File: src/rtl/l1b_pkg.sv
// l1b_pkg: shared sequencer state type and default timing constants for the L1B CPLD.
// Rev 1.0
`default_nettype none

package l1b_pkg;

  typedef enum logic [1:0] {
    ST_FAST_LO = 2'd0,
    ST_FAST_HI = 2'd1,
    ST_SYNC    = 2'd2,
    ST_HOST_HI = 2'd3
  } seq_state_t;

  localparam int L1B_FAST_LO     = 2;
  localparam int L1B_FAST_HI     = 2;
  localparam int L1B_SYNC_STAGES = 2;

  // Phase counter width; at least one bit even when both phases are a single cycle.
  function automatic int phase_cnt_width(input int lo, input int hi);
    int longest;
    longest = (lo > hi) ? lo : hi;
    return (longest <= 1) ? 1 : $clog2(longest);
  endfunction

endpackage

`default_nettype wire

File: src/rtl/host_cycle_sequencer_phi0_sync.sv
// phi0_sync: synchroniser for the host phi0 plus registered-history edge detection.
// Rev 1.0
`default_nettype none

module phi0_sync #(
  parameter int SYNC_STAGES = 2
) (
  input  logic hsclk,
  input  logic reset,
  input  logic phi0_async,
  output logic s_phi0,
  output logic phi0_rise,
  output logic phi0_fall
);

  logic [SYNC_STAGES-1:0] chain;
  logic                   prev;

  always_ff @(posedge hsclk) begin
    if (reset) begin
      chain <= '0;
      prev  <= 1'b0;
    end else begin
      chain <= {chain[SYNC_STAGES-2:0], phi0_async};
      prev  <= chain[SYNC_STAGES-1];
    end
  end

  assign s_phi0    = chain[SYNC_STAGES-1];
  assign phi0_rise = s_phi0 & ~prev;
  assign phi0_fall = ~s_phi0 & prev;

endmodule

`default_nettype wire

File: src/rtl/host_cycle_sequencer.sv
// host_cycle_sequencer: 65816 phi2 generator that stretches host cycles onto BBC phi0-high.
// Rev 1.0 -- optional write posting enabled by defining L1B_WRITE_POST_EN.
`default_nettype none

module host_cycle_sequencer
  import l1b_pkg::*;
#(
  parameter int FAST_LO     = L1B_FAST_LO,
  parameter int FAST_HI     = L1B_FAST_HI,
  parameter int SYNC_STAGES = L1B_SYNC_STAGES
) (
  input  logic hsclk,
  input  logic reset,
  input  logic bbc_phi0,
  input  logic cpu_valid,
  input  logic host_sel,
  input  logic cpu_rnw,
  output logic cpu_phi2,
  output logic bbc_cycle,
  output logic host_data_le,
  output logic post_le,
  output logic busy
);

  localparam int            CW      = phase_cnt_width(FAST_LO, FAST_HI);
  localparam logic [CW-1:0] LO_LAST = CW'(FAST_LO - 1);
  localparam logic [CW-1:0] HI_LAST = CW'(FAST_HI - 1);

`ifdef L1B_WRITE_POST_EN
  localparam logic POST_EN = 1'b1;
`else
  localparam logic POST_EN = 1'b0;
`endif

  seq_state_t    state, state_n;
  logic [CW-1:0] cnt, cnt_n;
  logic          s_phi0, phi0_rise, phi0_fall;
  logic          post_ok, post_take, le_n;
  logic          post_pending, post_pending_n, post_active_n;

  phi0_sync #(
    .SYNC_STAGES(SYNC_STAGES)
  ) u_phi0_sync (
    .hsclk     (hsclk),
    .reset     (reset),
    .phi0_async(bbc_phi0),
    .s_phi0    (s_phi0),
    .phi0_rise (phi0_rise),
    .phi0_fall (phi0_fall)
  );

  assign post_ok = POST_EN & ~cpu_rnw & ~post_pending;

  always_comb begin
    state_n   = state;
    cnt_n     = cnt;
    post_take = 1'b0;
    le_n      = 1'b0;
    case (state)
      ST_FAST_LO: begin
        if (cnt != LO_LAST)                cnt_n = cnt + 1'b1;
        else if (!(cpu_valid && host_sel)) state_n = ST_FAST_HI;
        else if (post_ok) begin
          state_n   = ST_FAST_HI;
          post_take = 1'b1;
        end else                           state_n = ST_SYNC;
      end
      ST_FAST_HI: begin
        if (cnt != HI_LAST) cnt_n = cnt + 1'b1;
        else                state_n = ST_FAST_LO;
      end
      // A rise already in flight on entry is missed, so only a full host phase is used.
      ST_SYNC: begin
        if (phi0_rise && !post_pending) state_n = ST_HOST_HI;
      end
      ST_HOST_HI: begin
        if (!s_phi0) begin
          state_n = ST_FAST_LO;
          le_n    = cpu_rnw;
        end
      end
      default: state_n = ST_FAST_LO;
    endcase
    if (state_n != state) cnt_n = '0;
  end

  always_ff @(posedge hsclk) begin
    if (reset) begin
      state        <= ST_FAST_LO;
      cnt          <= '0;
      cpu_phi2     <= 1'b0;
      bbc_cycle    <= 1'b0;
      host_data_le <= 1'b0;
      post_le      <= 1'b0;
      busy         <= 1'b0;
    end else begin
      state        <= state_n;
      cnt          <= cnt_n;
      cpu_phi2     <= (state_n == ST_FAST_HI) || (state_n == ST_HOST_HI);
      bbc_cycle    <= (state_n == ST_HOST_HI) || post_active_n;
      host_data_le <= le_n;
      post_le      <= post_take;
      busy         <= post_pending_n || (state_n == ST_SYNC) || (state_n == ST_HOST_HI);
    end
  end

`ifdef L1B_WRITE_POST_EN
  logic post_active;

  // The posted write owns the first phi0 rise after it is accepted, independent of the CPU.
  always_comb begin
    post_pending_n = post_pending;
    post_active_n  = post_active;
    if (post_take) begin
      post_pending_n = 1'b1;
    end else if (post_pending && !post_active && phi0_rise) begin
      post_active_n = 1'b1;
    end else if (post_active && phi0_fall) begin
      post_active_n  = 1'b0;
      post_pending_n = 1'b0;
    end
  end

  always_ff @(posedge hsclk) begin
    if (reset) begin
      post_pending <= 1'b0;
      post_active  <= 1'b0;
    end else begin
      post_pending <= post_pending_n;
      post_active  <= post_active_n;
    end
  end
`else
  logic unused_fall;
  assign post_pending   = 1'b0;
  assign post_pending_n = 1'b0;
  assign post_active_n  = 1'b0;
  assign unused_fall    = phi0_fall;
`endif

endmodule

`default_nettype wire

File: config.mk
export PLATFORM = sky130hd
export DESIGN_NAME = host_cycle_sequencer
export DESIGN_NICKNAME = d
export VERILOG_FILES = /design/src/rtl/l1b_pkg.sv /design/src/rtl/host_cycle_sequencer_phi0_sync.sv /design/src/rtl/host_cycle_sequencer.sv
export SDC_FILE = /design/constraint.sdc
export NUM_CORES = 1
export LEC_CHECK = 0
export ABC_AREA = 1
export CORE_AREA = 10 10 47 49
export CTS_CLUSTER_SIZE = 12
export DETAILED_ROUTE_END_ITERATION = 8
export DIE_AREA = 0 0 57 59
export GPL_TIMING_DRIVEN = 0
export PLACE_DENSITY_LB_ADDON = 0.15
export SYNTH_ARGS = -nofsm -noshare
export SYNTH_HDL_FRONTEND = slang
export SYNTH_SLANG_ARGS = --single-unit
export TNS_END_PERCENT = 20
File: constraint.sdc
create_clock -name hsclk -period 1.3 [get_ports hsclk]
set_clock_uncertainty 0.1 [all_clocks]
set_input_delay 0.26 -clock hsclk [delete_from_list [all_inputs] [get_ports hsclk]]
set_output_delay 0.26 -clock hsclk [all_outputs]
set_load 0.02 [all_outputs]
==> impl_metrics.env, run 1 <==
export IMPL_outcome="finished, final reports clean"
export IMPL_yosysSeqAreaShare_pct=52.2
export IMPL_num_rows=14
export IMPL_pwr_density_cell_mw_per_mm2=1630
export IMPL_ctsRootBufferMaster="clkbuf_4"
export IMPL_io_pins=11
export IMPL_wl_um=694
export IMPL_finalNonFillerCells=78
export IMPL_die_area_sq_mm=0.00336
export IMPL_critPathMaxStageDelay_ns=0.33
export IMPL_rr_worst_depth=7
export IMPL_yosysUniqueCellTypes=9
export IMPL_grt_antenna_before_repair=0
export IMPL_core_area_sq_mm=0.00140
export IMPL_fmax_mhz=798
export IMPL_crit_arrival_ns=0.89
export IMPL_num_vias=308
export IMPL_ys_warn_count=0
export IMPL_syn_avg_cell_area_sq_um=6.91
export IMPL_cp_slowest_cell="dlygate4sd2_1"
export IMPL_crit_chain="dlygate4sd2_1"
export IMPL_firstDrtPassIters=4
export IMPL_dpl_cell_count=74
export IMPL_grtUsageTotal_pct=5.07
export IMPL_syn_inst=50
export IMPL_required_ns=0.94
export IMPL_clkTransAtPathRegs_ns=0.06
export IMPL_die_h_um=59
export IMPL_syn_area_sq_um=345
export IMPL_whs_ns=0.150
export IMPL_worstHoldPathCells=2
export IMPL_timing_final_ws_setup_ns=0.0463
export IMPL_vias_per_cell=3.95
export IMPL_numCtsBuffers=3
export IMPL_rsz0062_at_grt="false"
export IMPL_grt_pass1_vias=297
export IMPL_drtIter0Drc=4
export IMPL_cts_hold_fix_buffers=0
export IMPL_post_place_ws_ns=-0.0735
export IMPL_hold_violations=0
export IMPL_die_w_um=57
export IMPL_drc=0
export IMPL_tritoncts="yes"
export IMPL_nNetsFinal=69
export IMPL_drive_gt1_share_pct=11.3
export IMPL_syn_nets=56
export IMPL_cp_depth=1
export IMPL_finalCritPeriodShare_pct=96.4
export IMPL_place_congestion=0.682
export IMPL_numClockSinks=9
export IMPL_critPathLaunchType="register"
export IMPL_layout_min_cycle_time_ns=1.25
export IMPL_io_buffers=8
export IMPL_clk_latency_ns=0.26
export IMPL_final_max_slew_violation_count=0
export IMPL_clockBufferDepth=2
export IMPL_antennaDiodeCount=0
export IMPL_max_cap_violations=0
export IMPL_grt_max_degree=9
export IMPL_ys_ff_latch=9
export IMPL_layout_common_cells="nand2_1 (13), nor2_1 (12), dfxtp_1 (9), inv_1 (8)"
export IMPL_dpl_hpwl_um=546
export IMPL_syn_to_final_growth_pct=34.8
export IMPL_hold_path_class="in2reg"
export IMPL_cp_top_family="buffers and inverters"
export IMPL_p_leak_nw=0.236
export IMPL_critical_path_peak_fanout=1
export IMPL_criticalPathCategory="reg2out"
export IMPL_crit_buf_inv=1
export IMPL_layout_commonest_cell="nand2_1"
export IMPL_endpoint_kind="output port"
export IMPL_ant_nets=0
export IMPL_setup_violations=0
export IMPL_cts_max_level=1
export IMPL_initial_core_util_pct=24.6
export IMPL_peakVddDrop_uv=642
export IMPL_grt_ovfl_total=0
export IMPL_wire_per_inst_um=8.90
export IMPL_grt_pass1_wl_um=1210
==> path summary, 6_finish.rpt <==
check	from	to	slack, ns
hold / removal	reset	u_phi0_sync.chain[1]$_SDFF_PP0_	0.15
setup reg to reg	state[0]$_SDFF_PP0_	cnt$_SDFFE_PP0P_	0.27
setup / recovery	host_data_le$_SDFF_PP0_	host_data_le	0.05
hold reg to reg	u_phi0_sync.chain[0]$_SDFF_PP0_	u_phi0_sync.chain[1]$_SDFF_PP0_	0.30
==> through the flow <==
stage                     setup TNS [ns]  cell area [sq um]  total power [W]  util (%)
final                                  0                465         0.000757      33.2
after global routing                   0                465         0.000825      33.2
after CTS                              0                464         0.000773      33.1
after detailed placement         -0.0735                445         0.000560      31.8
after global placement           -0.0738                445         0.000560      31.8
after floorplan                        0                345         0.000490         -
==> per-layer routing <==
layer	vias to the layer above	track usage [%]	wire length, um
li1	169	-	-
met1	124	4.44	294
met2	11	6.82	291
met3	4	4.51	78
met4	0	5.03	29
met5	-	0	0
==> power breakdown <==
group	switching (W)	internal, W
clock	0.000105	0.000114
sequential	0.0000300	0.000311
combinational	0.000120	0.0000770
==> cells in the mapped netlist <==
library cell | n | area (sq um)
buf_2 | 1 | 5.00
buf_4 | 1 | 7.51
conb_1 | 1 | 3.75
dfxtp_1 | 9 | 180
inv_1 | 8 | 30.0
nand2_1 | 13 | 48.8
nand3_1 | 4 | 20.0
nor2_1 | 12 | 45.0
nor3_1 | 1 | 5.00
==> kinds of logic (layout without fill, tap and decap cells) <==
family / after synthesis / in the layout / synth area share (%)
and+or+nand+nor: 30 / 30 / 34.4
DFF: 9 / 9 / 52.2
buffers and inverters: 10 / 22 / 12.3
other: 1 / 1 / 1.09
==> final cells by class <==
cell class / instances / area [sq um]
Sequential cell: 9 / 180
Clock inverter: 1 / 5.00
Buffer: 2 / 12.5
Clock buffer: 3 / 22.5
Inverter: 8 / 30.0
Multi-Input combinational cell: 31 / 123
Timing Repair Buffer: 8 / 72.6
Fill cell: 165 / 936
Tap cell: 16 / 20.0
==> what timing repair did <==
item                                    4_1_cts  5_1_grt
setup buffers                                 0        0
gates resized for setup                       7        1
cloned                                        0        0
endpoints found under the hold margin         0        0
endpoints found under the setup margin        4        1
==> sequential cells by signal, indices dropped and copies added (netlist names) <==
register	cells
state	2
u_phi0_sync.chain	2
bbc_cycle	1
busy	1
cnt	1
host_data_le	1
u_phi0_sync.prev	1
(Power assumes the default switching activity.)
==> inputs of run 2 (changes only) <==
--- a/config.mk
+++ b/config.mk
@@ -6,13 +6,14 @@
 export NUM_CORES = 1
 export LEC_CHECK = 0
 export ABC_AREA = 1
-export CORE_AREA = 10 10 47 49
+export CORE_AREA = 2 2 39 41
 export CTS_CLUSTER_SIZE = 12
 export DETAILED_ROUTE_END_ITERATION = 8
-export DIE_AREA = 0 0 57 59
+export DIE_AREA = 0 0 41 43
 export GPL_TIMING_DRIVEN = 0
 export PLACE_DENSITY_LB_ADDON = 0.15
 export SYNTH_ARGS = -nofsm -noshare
 export SYNTH_HDL_FRONTEND = slang
+export SYNTH_HIERARCHICAL = 1
 export SYNTH_SLANG_ARGS = --single-unit
 export TNS_END_PERCENT = 20
==> impl_metrics.env, run 2 <==
export IMPL_outcome="finished, final reports clean"
export IMPL_ant_nets=0
export IMPL_hold_violations=0
export IMPL_clockBufferDepth=2
export IMPL_crit_arrival_ns=0.89
export IMPL_timing_final_ws_setup_ns=0.0502
export IMPL_setup_violations=0
export IMPL_clkTransAtPathRegs_ns=0.06
export IMPL_drtIter0Drc=3
export IMPL_cts_setup_buffers=0
export IMPL_cp_slowest_cell="dlygate4sd2_1"
export IMPL_endpoint_kind="output port"
export IMPL_core_area_sq_mm=0.00138
export IMPL_grt_antenna_before_repair=0
export IMPL_grt_max_degree=8
export IMPL_max_cap_violations=0
export IMPL_post_dp_cell_area_sq_um=467
export IMPL_required_ns=0.94
export IMPL_syn_inst=50
export IMPL_place_congestion=0.744
export IMPL_hold_path_class="reg2reg"
export IMPL_syn_area_sq_um=357
export IMPL_num_vias=328
export IMPL_clk_latency_ns=0.27
export IMPL_cts_max_level=1
export IMPL_syn_avg_cell_area_sq_um=7.13
export IMPL_rsz0062_at_grt="false"
export IMPL_tns_ns=0
export IMPL_dpl_hpwl_um=466
export IMPL_criticalPathCategory="reg2out"
export IMPL_nNetsFinal=70
export IMPL_cts_resized=8
export IMPL_regMostFlops="u_phi0_sync/chain"
export IMPL_die_h_um=43
export IMPL_critPathLaunchType="register"
export IMPL_largest_reg_flops=2
export IMPL_crit_buf_inv=1
export IMPL_design_area_sq_um=489
export IMPL_crit_chain="dlygate4sd2_1"
export IMPL_cp_top_family="buffers and inverters"
export IMPL_critical_path_peak_fanout=1
export IMPL_peakVddDrop_uv=787
export IMPL_ys_warn_count=6
export IMPL_vias_per_cell=4.15
export IMPL_drive_gt1_share_pct=11.1
export IMPL_finalCritPeriodShare_pct=96.1
export IMPL_layout_common_cells="nor2_1 (13), nand2_1 (12), dfxtp_1 (8), inv_1 (7), clkdlybuf4s50_1 (5)"
export IMPL_die_area_sq_mm=0.00176
export IMPL_syn_nets=56
export IMPL_grtUsageTotal_pct=8.85
export IMPL_drc=0
export IMPL_syn_to_final_growth_pct=37.2
export IMPL_firstDrtPassIters=4
export IMPL_layout_min_cycle_time_ns=1.25
export IMPL_p_leak_nw=0.235
export IMPL_critPathMaxStageDelay_ns=0.32
export IMPL_numClockSinks=9
export IMPL_wl_um=615
export IMPL_numCtsBuffers=3
export IMPL_post_place_ws_ns=-0.127
export IMPL_io_pins=11
export IMPL_die_w_um=41
export IMPL_final_max_slew_violation_count=0
export IMPL_io_buffers=9
export IMPL_antennaDiodeCount=0
export IMPL_grt_pass1_vias=240
export IMPL_ctsRootBufferMaster="clkbuf_4"
export IMPL_grt_pass1_wl_um=966
export IMPL_layout_commonest_cell="nor2_1"
export IMPL_num_rows=14
export IMPL_initial_core_util_pct=25.8
export IMPL_pwr_density_cell_mw_per_mm2=1520
export IMPL_postLayoutCoreUtil_pct=35.4
export IMPL_wire_per_inst_um=7.78
export IMPL_tritoncts="yes"
export IMPL_fmax_mhz=800
export IMPL_cts_hold_fix_buffers=0
export IMPL_grt_ovfl_total=0
run 2: where the power goes:
group	internal [W]	switching (W)	leakage (nW)
sequential	0.000313	0.0000352	0.0741
clock	0.000114	0.000103	0.0177
combinational	0.0000720	0.000106	0.143
run 2: worst paths after layout:
check                                    end  depth (start not counted)  slack (ns)                       startpoint
max reg2reg                 cnt$_SDFFE_PP0P_                          7        0.17              state[1]$_SDFF_PP0_
max                                bbc_cycle                          1        0.05             bbc_cycle$_SDFF_PP0_
min          u_phi0_sync/chain[1]$_SDFF_PP0_                          2        0.30  u_phi0_sync/chain[0]$_SDFF_PP0_
min reg2reg  u_phi0_sync/chain[1]$_SDFF_PP0_                          2        0.30  u_phi0_sync/chain[0]$_SDFF_PP0_
run 2: per-stage QoR:
step / hold slack (ns) / std cells / power [W]
final: 0.301 / 79 / 0.000743
after global routing: 0.321 / 79 / 0.000800
after CTS: 0.303 / 79 / 0.000755
after detailed placement: 0.294 / 75 / 0.000543
after global placement: 0.297 / 75 / 0.000548
after floorplan: 0.231 / 50 / 0.000471
run 2: cell type report:
cell class	count	area, sq um
fill	160	895
inverter	7	26.3
clock buffer	3	22.5
buffer	1	7.51
timing repair buffer	9	83.8
clock inverter	1	5.00
sequential	9	181
tap	16	20.0
multi-input combinational	33	143
run 2: per-layer routing:
layer | wire, um | up-vias | track usage (%)
li1 | - | 178 | -
met1 | 289 | 139 | 9.71
met2 | 258 | 11 | 10.6
met3 | 67 | 0 | 9.42
met4 | 0 | 0 | 4.00
met5 | 0 | - | 0
==> inputs of run 3 (changes only) <==
--- a/config.mk
+++ b/config.mk
@@ -12,6 +12,7 @@
 export DIE_AREA = 0 0 41 43
 export GPL_TIMING_DRIVEN = 0
 export PLACE_DENSITY_LB_ADDON = 0.15
+export SKIP_CTS_REPAIR_TIMING = 1
 export SYNTH_ARGS = -nofsm -noshare
 export SYNTH_HDL_FRONTEND = slang
 export SYNTH_HIERARCHICAL = 1
==> impl_metrics.env, run 3 (synthesis results as in run 2) <==
export IMPL_cts_max_level=1
export IMPL_grt_pass1_vias=240
export IMPL_ctsRootBufferMaster="clkbuf_4"
export IMPL_grtUsageTotal_pct=8.85
export IMPL_outcome="finished, final reports clean"
export IMPL_numClockSinks=9
export IMPL_p_leak_nw=0.282
export IMPL_layout_common_cells="nor2_1 (13), nand2_1 (12), dfxtp_1 (8), inv_1 (7), clkdlybuf4s50_1 (5)"
export IMPL_critPathCapture="cpu_phi2"
export IMPL_max_cap_violations=0
export IMPL_grt_ovfl_total=0
export IMPL_r2r_setup_slack_ns=0.17
export IMPL_ant_nets=0
export IMPL_nNetsFinal=70
export IMPL_timing_rr_start="state[1]$_SDFF_PP0_"
export IMPL_hold_path_class="reg2reg"
export IMPL_layout_min_cycle_time_ns=1.19
export IMPL_startpoint="cpu_phi2$_SDFF_PP0_"
export IMPL_cp_slowest_cell="dfxtp_2"
export IMPL_core_area_sq_mm=0.00138
export IMPL_largest_reg_flops=2
export IMPL_grt_max_degree=8
export IMPL_setup_violations=0
export IMPL_hold_violations=0
export IMPL_vias_per_cell=4.06
export IMPL_comb_power_share_pct=24.2
export IMPL_num_vias=321
export IMPL_cp_top_family="flip-flops"
export IMPL_grt_pass1_wl_um=966
export IMPL_pwr_share_clk_pct=29.1
export IMPL_p_sw_w=0.000243
export IMPL_place_congestion=0.744
export IMPL_finalCritPeriodShare_pct=91.7
export IMPL_firstDrtPassIters=4
export IMPL_die_area_sq_mm=0.00176
export IMPL_post_dp_cell_area_sq_um=467
export IMPL_clockBufferDepth=2
export IMPL_antennaDiodeCount=0
export IMPL_clk_latency_ns=0.27
export IMPL_pwr_density_cell_mw_per_mm2=1500
export IMPL_drc=0
export IMPL_p_int_w=0.000502
export IMPL_clkTransAtPathRegs_ns=0.06
export IMPL_critPathLaunchType="register"
export IMPL_layout_commonest_cell="nor2_1"
export IMPL_die_h_um=43
export IMPL_crit_buf_inv=1
export IMPL_final_max_slew_violation_count=0
export IMPL_initial_core_util_pct=25.8
export IMPL_tritoncts="yes"
export IMPL_fill_cells=156
export IMPL_p_total_w=0.000745
export IMPL_critPathMaxStageDelay_ns=0.38
export IMPL_drive_gt1_share_pct=11.1
export IMPL_syn_to_final_growth_pct=39.6
export IMPL_whs_ns=0.301
export IMPL_required_ns=0.94
export IMPL_p_seq_share_pct=46.8
export IMPL_io_buffers=9
export IMPL_wl_um=618
export IMPL_wire_per_inst_um=7.82
export IMPL_num_rows=14
export IMPL_die_w_um=41
export IMPL_p_sw_share_pct=32.7
export IMPL_endpoint_kind="output port"
export IMPL_cp_depth=1
export IMPL_rsz0062_at_grt="false"
export IMPL_dpl_hpwl_um=466
export IMPL_grt_antenna_before_repair=0
export IMPL_crit_arrival_ns=0.83
export IMPL_drtIter0Drc=4
export IMPL_io_pins=11
export IMPL_criticalPathCategory="reg2out"
export IMPL_regArea_sq_um=181
export IMPL_fmax_mhz=839
export IMPL_design_area_sq_um=498
export IMPL_numCtsBuffers=3
export IMPL_rr_worst_depth=7
export IMPL_multi_input_comb_area_sq_um=143
export IMPL_regMostFlops="u_phi0_sync/chain"
export IMPL_peakVddDrop_uv=786
export IMPL_timing_rr_end="cnt$_SDFFE_PP0P_"
export IMPL_critical_path_peak_fanout=7
export IMPL_crit_chain="clkbuf_2"
## run 3: per-layer routing
layer  GRT usage, %  vias up  part of all wire (%)
li1               -      178                     -
met1           9.71      134                    47
met2           10.6        9                    41
met3           9.42        0                    11
met4           4.00        0                     0
met5              0        -                     0
## run 3: power groups by stage
stage / Combinational (W) / Clock, W / Sequential (W)
floorplan: 0.000104 / 0 / 0.000367
detailed placement: 0.000190 / 0 / 0.000354
CTS: 0.000191 / 0.000229 / 0.000347
finish: 0.000180 / 0.000217 / 0.000349
global route: 0.000205 / 0.000239 / 0.000358
global placement: 0.000192 / 0 / 0.000356
## run 3: cell type report
| type | instances | area share [%] |
|---|---|---|
| buffer | 1 | 1.51 |
| clock buffer | 3 | 4.52 |
| clock inverter | 1 | 1.01 |
| inverter | 7 | 5.28 |
| multi-input combinational | 33 | 28.6 |
| sequential | 9 | 36.4 |
| tap | 16 | 4.02 |
| timing repair buffer | 9 | 18.6 |
## run 3: stage by stage
stage                     setup slack [ns]  instances  setup TNS [ns]  utilization [%]
after floorplan                      0.162         50               0                -
after global placement              -0.140         75          -0.383             33.7
after detailed placement            -0.127         75          -0.324             33.7
after CTS                           -0.427         79           -1.13             35.7
after global routing                0.0214         79               0             36.0
final                                0.108         79               0             36.0
## run 3: worst min-delay path, stage by stage (launching register included)
cell	delay, ns
dfxtp_1	0.29
inv_1	0.04
nor2_1	0.03
## run 3: how the worst min path moves through the flow
stage	to	slack [ns]	startpoint	depth (start not counted)
global route	u_phi0_sync/chain[1]$_SDFF_PP0_	0.32	u_phi0_sync/chain[0]$_SDFF_PP0_	2
global placement	u_phi0_sync/chain[1]$_SDFF_PP0_	0.30	u_phi0_sync/chain[0]$_SDFF_PP0_	2
CTS	u_phi0_sync/chain[1]$_SDFF_PP0_	0.30	u_phi0_sync/chain[0]$_SDFF_PP0_	2
floorplan	u_phi0_sync/chain[0]$_SDFF_PP0_	0.23	reset	1
detailed placement	u_phi0_sync/chain[1]$_SDFF_PP0_	0.29	u_phi0_sync/chain[0]$_SDFF_PP0_	2
finish	u_phi0_sync/chain[1]$_SDFF_PP0_	0.30	u_phi0_sync/chain[0]$_SDFF_PP0_	2
